`src/rtl/dist_ram_dp_sync_if.sv`:
```
// Port bundle for dist_ram_dp_sync.
//   a/d/we/be          : port A address, write data, write enable, byte enables
//   dpra               : port B read address
//   qspo_ce/qspo_srst  : port A output register clock enable / sync reset
//   qdpo_ce/qdpo_srst  : port B output register clock enable / sync reset
//   qspo/qdpo          : registered read data, ports A and B
//   busy               : clear sweep in progress
// master drives requests (core side), slave is the RAM.
interface dist_ram_dp_sync_if #(
  parameter int DATA_WIDTH = 32,
  parameter int ADDR_WIDTH = 6
);
  logic [ADDR_WIDTH-1:0]   a;
  logic [DATA_WIDTH-1:0]   d;
  logic                    we;
  logic [DATA_WIDTH/8-1:0] be;
  logic [ADDR_WIDTH-1:0]   dpra;
  logic                    qspo_ce;
  logic                    qspo_srst;
  logic                    qdpo_ce;
  logic                    qdpo_srst;
  logic [DATA_WIDTH-1:0]   qspo;
  logic [DATA_WIDTH-1:0]   qdpo;
  logic                    busy;

  modport master (
    output a, d, we, be, dpra, qspo_ce, qspo_srst, qdpo_ce, qdpo_srst,
    input  qspo, qdpo, busy
  );

  modport slave (
    input  a, d, we, be, dpra, qspo_ce, qspo_srst, qdpo_ce, qdpo_srst,
    output qspo, qdpo, busy
  );
endinterface

```
`src/rtl/dist_ram_dp_sync.sv`:
```
// Dual-port distributed RAM, registered outputs, byte-enable writes.
// Port A read/write, port B read-only. After reset an optional clear
// engine zeroes every word (one word per clock) while busy is high.
//   clk  : clock, rising edge
//   rst  : asynchronous active-high reset (outputs, FSM, sweep counter;
//          array contents are only touched by the sweep)
//   bus  : dist_ram_dp_sync_if.slave (see interface header)
module dist_ram_dp_sync #(
  parameter int                    DATA_WIDTH     = 32,
  parameter int                    ADDR_WIDTH     = 6,
  parameter int                    RDW_MODE       = 0,
  parameter logic [DATA_WIDTH-1:0] SRST_VAL       = '0,
  parameter int                    CLEAR_ON_RESET = 1
) (
  input logic                clk,
  input logic                rst,
  dist_ram_dp_sync_if.slave  bus
);

  localparam int DEPTH = 2**ADDR_WIDTH;
  localparam int NB    = DATA_WIDTH/8;

  typedef enum logic {ST_IDLE, ST_CLEAR} state_t;
  localparam state_t RST_STATE = (CLEAR_ON_RESET != 0) ? ST_CLEAR : ST_IDLE;

  logic [DATA_WIDTH-1:0] mem [DEPTH];

  state_t                state_q, state_d;
  logic [ADDR_WIDTH-1:0] cnt_q, cnt_d;
  logic                  clr_we;
  logic                  busy;
  logic                  user_we;
  logic [DATA_WIDTH-1:0] wr_word;
  logic [DATA_WIDTH-1:0] rd_a, rd_b;

  // ---------------- clear controller ----------------
  always_ff @(posedge clk or posedge rst) begin
    if (rst) begin
      state_q <= RST_STATE;
      cnt_q   <= '0;
    end else begin
      state_q <= state_d;
      cnt_q   <= cnt_d;
    end
  end

  always_comb begin
    state_d = state_q;
    cnt_d   = cnt_q;
    clr_we  = 1'b0;
    if (state_q == ST_CLEAR) begin
      clr_we = 1'b1;
      cnt_d  = cnt_q + 1'b1;
      // Last word written on this edge: leave the sweep, park the counter.
      if (cnt_q == ADDR_WIDTH'(DEPTH-1)) begin
        state_d = ST_IDLE;
        cnt_d   = '0;
      end
    end
  end

  assign busy     = (state_q == ST_CLEAR);
  assign bus.busy = busy;
  assign user_we  = bus.we & ~busy;

  // ---------------- byte-merged write word ----------------
  // Disabled bytes take the current word, so be=0 rewrites the old value.
  for (genvar i = 0; i < NB; i++) begin : g_lane
    assign wr_word[8*i +: 8] = bus.be[i] ? bus.d[8*i +: 8] : mem[bus.a][8*i +: 8];
  end

  always_ff @(posedge clk) begin
    if (clr_we)       mem[cnt_q] <= '0;
    else if (user_we) mem[bus.a] <= wr_word;
  end

  // ---------------- read-during-write selection ----------------
  // Write-first mode forwards the merged word on an address hit; read-first
  // simply reads the array, which still holds the pre-write word this cycle.
  always_comb begin
    rd_a = mem[bus.a];
    rd_b = mem[bus.dpra];
    if (RDW_MODE != 0 && user_we) begin
      rd_a = wr_word;
      if (bus.dpra == bus.a) rd_b = wr_word;
    end
  end

  // ---------------- output registers ----------------
  always_ff @(posedge clk or posedge rst) begin
    if (rst) begin
      bus.qspo <= '0;
      bus.qdpo <= '0;
    end else if (busy) begin
      bus.qspo <= '0;
      bus.qdpo <= '0;
    end else begin
      if (bus.qspo_srst)    bus.qspo <= SRST_VAL;
      else if (bus.qspo_ce) bus.qspo <= rd_a;
      if (bus.qdpo_srst)    bus.qdpo <= SRST_VAL;
      else if (bus.qdpo_ce) bus.qdpo <= rd_b;
    end
  end

endmodule

```
`src/flat_wrapper.sv`:
```
// flat-port wrapper written by rule: the top's interface ports become plain ports
module dist_ram_dp_sync_flat 
#(
  parameter int                    DATA_WIDTH     = 32,
  parameter int                    ADDR_WIDTH     = 6,
  parameter int                    RDW_MODE       = 0,
  parameter logic [DATA_WIDTH-1:0] SRST_VAL       = '0,
  parameter int                    CLEAR_ON_RESET = 1
)
  (clk, rst, bus_a, bus_d, bus_we, bus_be, bus_dpra, bus_qspo_ce, bus_qspo_srst, bus_qdpo_ce, bus_qdpo_srst, bus_qspo, bus_qdpo, bus_busy);
  dist_ram_dp_sync_if #(.DATA_WIDTH(DATA_WIDTH), .ADDR_WIDTH(ADDR_WIDTH)) bus_i ();
  input logic clk;
  input logic rst;
  input wire logic [$bits(bus_i.a)-1:0] bus_a;
  input wire logic [$bits(bus_i.d)-1:0] bus_d;
  input wire logic [$bits(bus_i.we)-1:0] bus_we;
  input wire logic [$bits(bus_i.be)-1:0] bus_be;
  input wire logic [$bits(bus_i.dpra)-1:0] bus_dpra;
  input wire logic [$bits(bus_i.qspo_ce)-1:0] bus_qspo_ce;
  input wire logic [$bits(bus_i.qspo_srst)-1:0] bus_qspo_srst;
  input wire logic [$bits(bus_i.qdpo_ce)-1:0] bus_qdpo_ce;
  input wire logic [$bits(bus_i.qdpo_srst)-1:0] bus_qdpo_srst;
  output wire logic [$bits(bus_i.qspo)-1:0] bus_qspo;
  output wire logic [$bits(bus_i.qdpo)-1:0] bus_qdpo;
  output wire logic [$bits(bus_i.busy)-1:0] bus_busy;
  assign bus_i.a = bus_a;
  assign bus_i.d = bus_d;
  assign bus_i.we = bus_we;
  assign bus_i.be = bus_be;
  assign bus_i.dpra = bus_dpra;
  assign bus_i.qspo_ce = bus_qspo_ce;
  assign bus_i.qspo_srst = bus_qspo_srst;
  assign bus_i.qdpo_ce = bus_qdpo_ce;
  assign bus_i.qdpo_srst = bus_qdpo_srst;
  assign bus_qspo = bus_i.qspo;
  assign bus_qdpo = bus_i.qdpo;
  assign bus_busy = bus_i.busy;
  dist_ram_dp_sync #(.DATA_WIDTH(DATA_WIDTH), .ADDR_WIDTH(ADDR_WIDTH), .RDW_MODE(RDW_MODE), .SRST_VAL(SRST_VAL), .CLEAR_ON_RESET(CLEAR_ON_RESET)) u_core (.clk(clk), .rst(rst), .bus(bus_i));
endmodule
```
`config.mk`:
```
export PLATFORM = sky130hd
export DESIGN_NAME = dist_ram_dp_sync_flat
export DESIGN_NICKNAME = d
export VERILOG_FILES = /design/src/rtl/dist_ram_dp_sync_if.sv /design/src/rtl/dist_ram_dp_sync.sv /design/src/flat_wrapper.sv
export SDC_FILE = /design/constraint.sdc
export NUM_CORES = 2
export LEC_CHECK = 0
export CAP_MARGIN = 20
export CORE_MARGIN = 1
export CORE_UTILIZATION = 63
export CTS_CLUSTER_DIAMETER = 100
export DETAILED_ROUTE_END_ITERATION = 8
export PLACE_DENSITY = 0.83
export SYNTH_ARGS = -nofsm -noshare
export SYNTH_HDL_FRONTEND = slang
export SYNTH_SLANG_ARGS = --single-unit
```
`constraint.sdc`:
```
create_clock -name clk -period 6.2 [get_ports clk]
set_input_delay 1.86 -clock clk [delete_from_list [all_inputs] [get_ports clk]]
set_output_delay 1.86 -clock clk [all_outputs]
set_load 0.005 [all_outputs]
```
==> results.tsv <==
metric	value	unit
outcome	complete, no violations	
core	152000	sq um
start_util	0.636	
grt_pass1_wl	437000	um
clock-skew-final	0.0333	ns
gr-total-overflow	0	
synthMuxAreaShare	0.272	
antenna_found_initial	12	
min_path_type	register to register	
grt_pass1_vias	59400	
synth_area_leaders	edfxtp_1 64%, mux4_2 24%, mux2i_1 2.6%	
ant_nets	0	
cts_setup_buffers	0	
grtUsageTotal	0.404	
synthXorXnorAreaFrac	0.000181	
p_leak	35.2	nW
synthAdderAreaFrac	0.000129	
synth_top_family_by_area	multiplexers	
fp.dieH	394	um
clkLatencyLatePin	0.85	ns
cts_inserted_buffers	203	
cts_hold_buf	0	
async_reset_ff_frac	0.0335	
crit_required	6.70	ns
power.internal	24.2	mW
area_growth_syn_to_layout	13.4	%
synthDistinctLibCells	48	
worst_slack	1.42	ns
post-route-util	0.721	
first_iter_violations	10700	
place_congestion	0.957	
routed_via_density	8.24	
synthSimpleGateAreaFrac	0.0152	
min_period_over_period	0.771	
via_count	59300	
p_sw	7.22	mW
ys_seq_area_frac	0.653	
syn-num-nets	4772	
boundaryPins	120	
rows	143	
critPathArrivalTime	5.28	ns
tightest_slew	1.22	ns
drt_wl_total	312000	um
first_pass_iters	7	
synth_largest_area_cell	edfxtp_1	
route.detailed.drc	0	
grt_max_degree	90	
clk_path_buf_depth	3	
cts_resized	0	
fin_crit	4.78	ns
drv_slew	0	
synth_top_flop_cell	edfxtp_1	
rsz0062_at_grt	no	
synth.most_common_cell	edfxtp_1	
vdd_drop_max	0.000298	V
ys_seq_elements	2119	
die_area	155000	sq um
cts_num_sinks	2119	
switching_share	0.230	
synthTopCellsByCount	2048 x edfxtp_1, 1049 x mux4_2, 264 x a22oi_1	
dp_hpwl	184000	um
setup_violations	0	
syn_inst	4716	
drive_above_1_share	0.351	
port_buffers	119	
wl_per_cell	43.3	um
syn-mean-instance-area	20.5	sq um
clkPwrFrac	0.401	
die_w	394	um
nNetsFinal	5036	
clock-root-buffer	clkbuf_16	
post-place-ws	0.660	ns
path_class	input pin to register	
max_freq	209	MHz
synth_top_area_frac	0.635	
htreeDepth	4	
power_frac_comb	0.089	
relSlewSlack	0.187	
synth_compound_area_frac	0.0396	
worst_setup_path_end_kind	register	
power_density	286	nW/um^2
path_clk_slew	0.06	ns
syn-cell-area	96800	sq um
hold_viol	0	
synth_edf_count	2048	
yosys_warnings	0	
critPathMaxFanout	89	
cts_tree	done	
seqPwrFrac	0.510	
maxCapViolations	0	
fill_cells	8241	
crit_path_start_kind	input pin	
[layout by cell type, fill, tap and decap left out, types with 6 or more instances in the layout]
master,n
diode_2,6
clkbuf_1,45
clkinvlp_4,6
o21ai_4,24
nor2_1,9
nand2b_1,9
or3_1,7
a211oi_1,9
o21ai_0,55
a32oi_1,18
clkdlybuf4s50_1,110
nand3_1,66
buf_12,84
nor4_1,23
buf_8,7
bufinv_16,20
o31ai_4,8
nand2_1,100
inv_1,7
clkinv_1,43
mux2_2,19
mux4_2,1049
o22ai_1,27
clkinv_2,43
edfxtp_1,2048
o31ai_1,13
buf_4,230
dfrtp_1,70
nor2b_1,6
clkbuf_16,213
a22oi_1,264
mux2i_1,251
clkbuf_8,6
nor2_4,66
a21oi_1,114
[critical path: stages]
cell     delay [ns]
buf_8          0.67
buf_12         0.36
buf_4          0.30
mux4_2         0.33
a22oi_1        0.22
a21oi_1        0.24
nor4_1         0.64
o21ai_4        0.13
buf_4          0.35
[power by group through the flow]
stage	combinational (mW)	clock (mW)	sequential, mW
2_1_floorplan	1.62	0	16.3
5_1_grt	2.86	13.1	16.0
4_1_cts	2.71	12.6	16.0
6_report	2.80	12.6	16.0
3_3_place_gp	2.61	0	16.3
3_5_place_dp	2.68	0	16.3
[state kept, by name, summed over array words and instances (netlist names)]
name	flops
u_core.bus.busy	1
u_core.bus.qdpo	32
u_core.bus.qspo	32
u_core.cnt_q	6
u_core.mem	2048
[final timing paths]
check                              startpoint  cells past startpoint                  end  slack [ns]
max                                  bus_a[2]                      9    u_core.mem[12][0]        1.42
min                        u_core.bus.qspo[2]                      2   u_core.bus.qspo[2]        0.49
max reg2reg                   u_core.bus.busy                      6   u_core.mem[50][27]        2.31
min reg2reg                u_core.bus.qspo[2]                      2   u_core.bus.qspo[2]        0.49
max in group asynchronous                 rst                      3  u_core.bus.qspo[20]        3.63
min in group asynchronous                 rst                      2  u_core.bus.qspo[24]        1.48
[logic make-up (layout without fill, tap and decap cells)]
logic type,count (synthesis),after routing
flops,2119,2119
mux,1319,1319
compound gates,570,570
buf+inv,385,828
simple gates,320,320
xor+xnor,2,2
fa+ha+maj,1,1
other cells,0,6
[metrics by stage]
stage | instances | hold WS (ns) | instance area (sq um) | total power, mW | TNS [ns]
after global routing | 7190 | 0.511 | 110000 | 31.9 | 0
after global placement | 6802 | 0.465 | 103000 | 18.9 | 0
after floorplan | 4716 | 0.473 | 96900 | 17.9 | -226.68
after detailed placement | 6802 | 0.475 | 103000 | 19.0 | 0
after CTS | 7186 | 0.489 | 110000 | 31.3 | 0
final | 7195 | 0.492 | 110000 | 31.4 | 0
[metal layers]
layer	share of wire	vias to the layer above	global-route usage
met1	0.30	29900	0.514
li1	-	21200	-
met4	0.082	14	0.272
met5	0.00054	-	0.00493
met3	0.17	1387	0.146
met2	0.45	6714	0.589
[layout make-up]
class / count / area [sq um] / area share
antenna: 6 / 15.0 / 0.000137
multi-input combinational: 2212 / 32600 / 0.297
timing repair buffer: 435 / 4660 / 0.0424
tap: 2030 / 2540 / 0.0231
inverter: 9 / 36.3 / 0.000330
clock inverter: 120 / 1100 / 0.0101
sequential: 2119 / 63300 / 0.576
clock buffer: 264 / 5580 / 0.0508
Note: power is estimated with default switching activity, not from simulation.
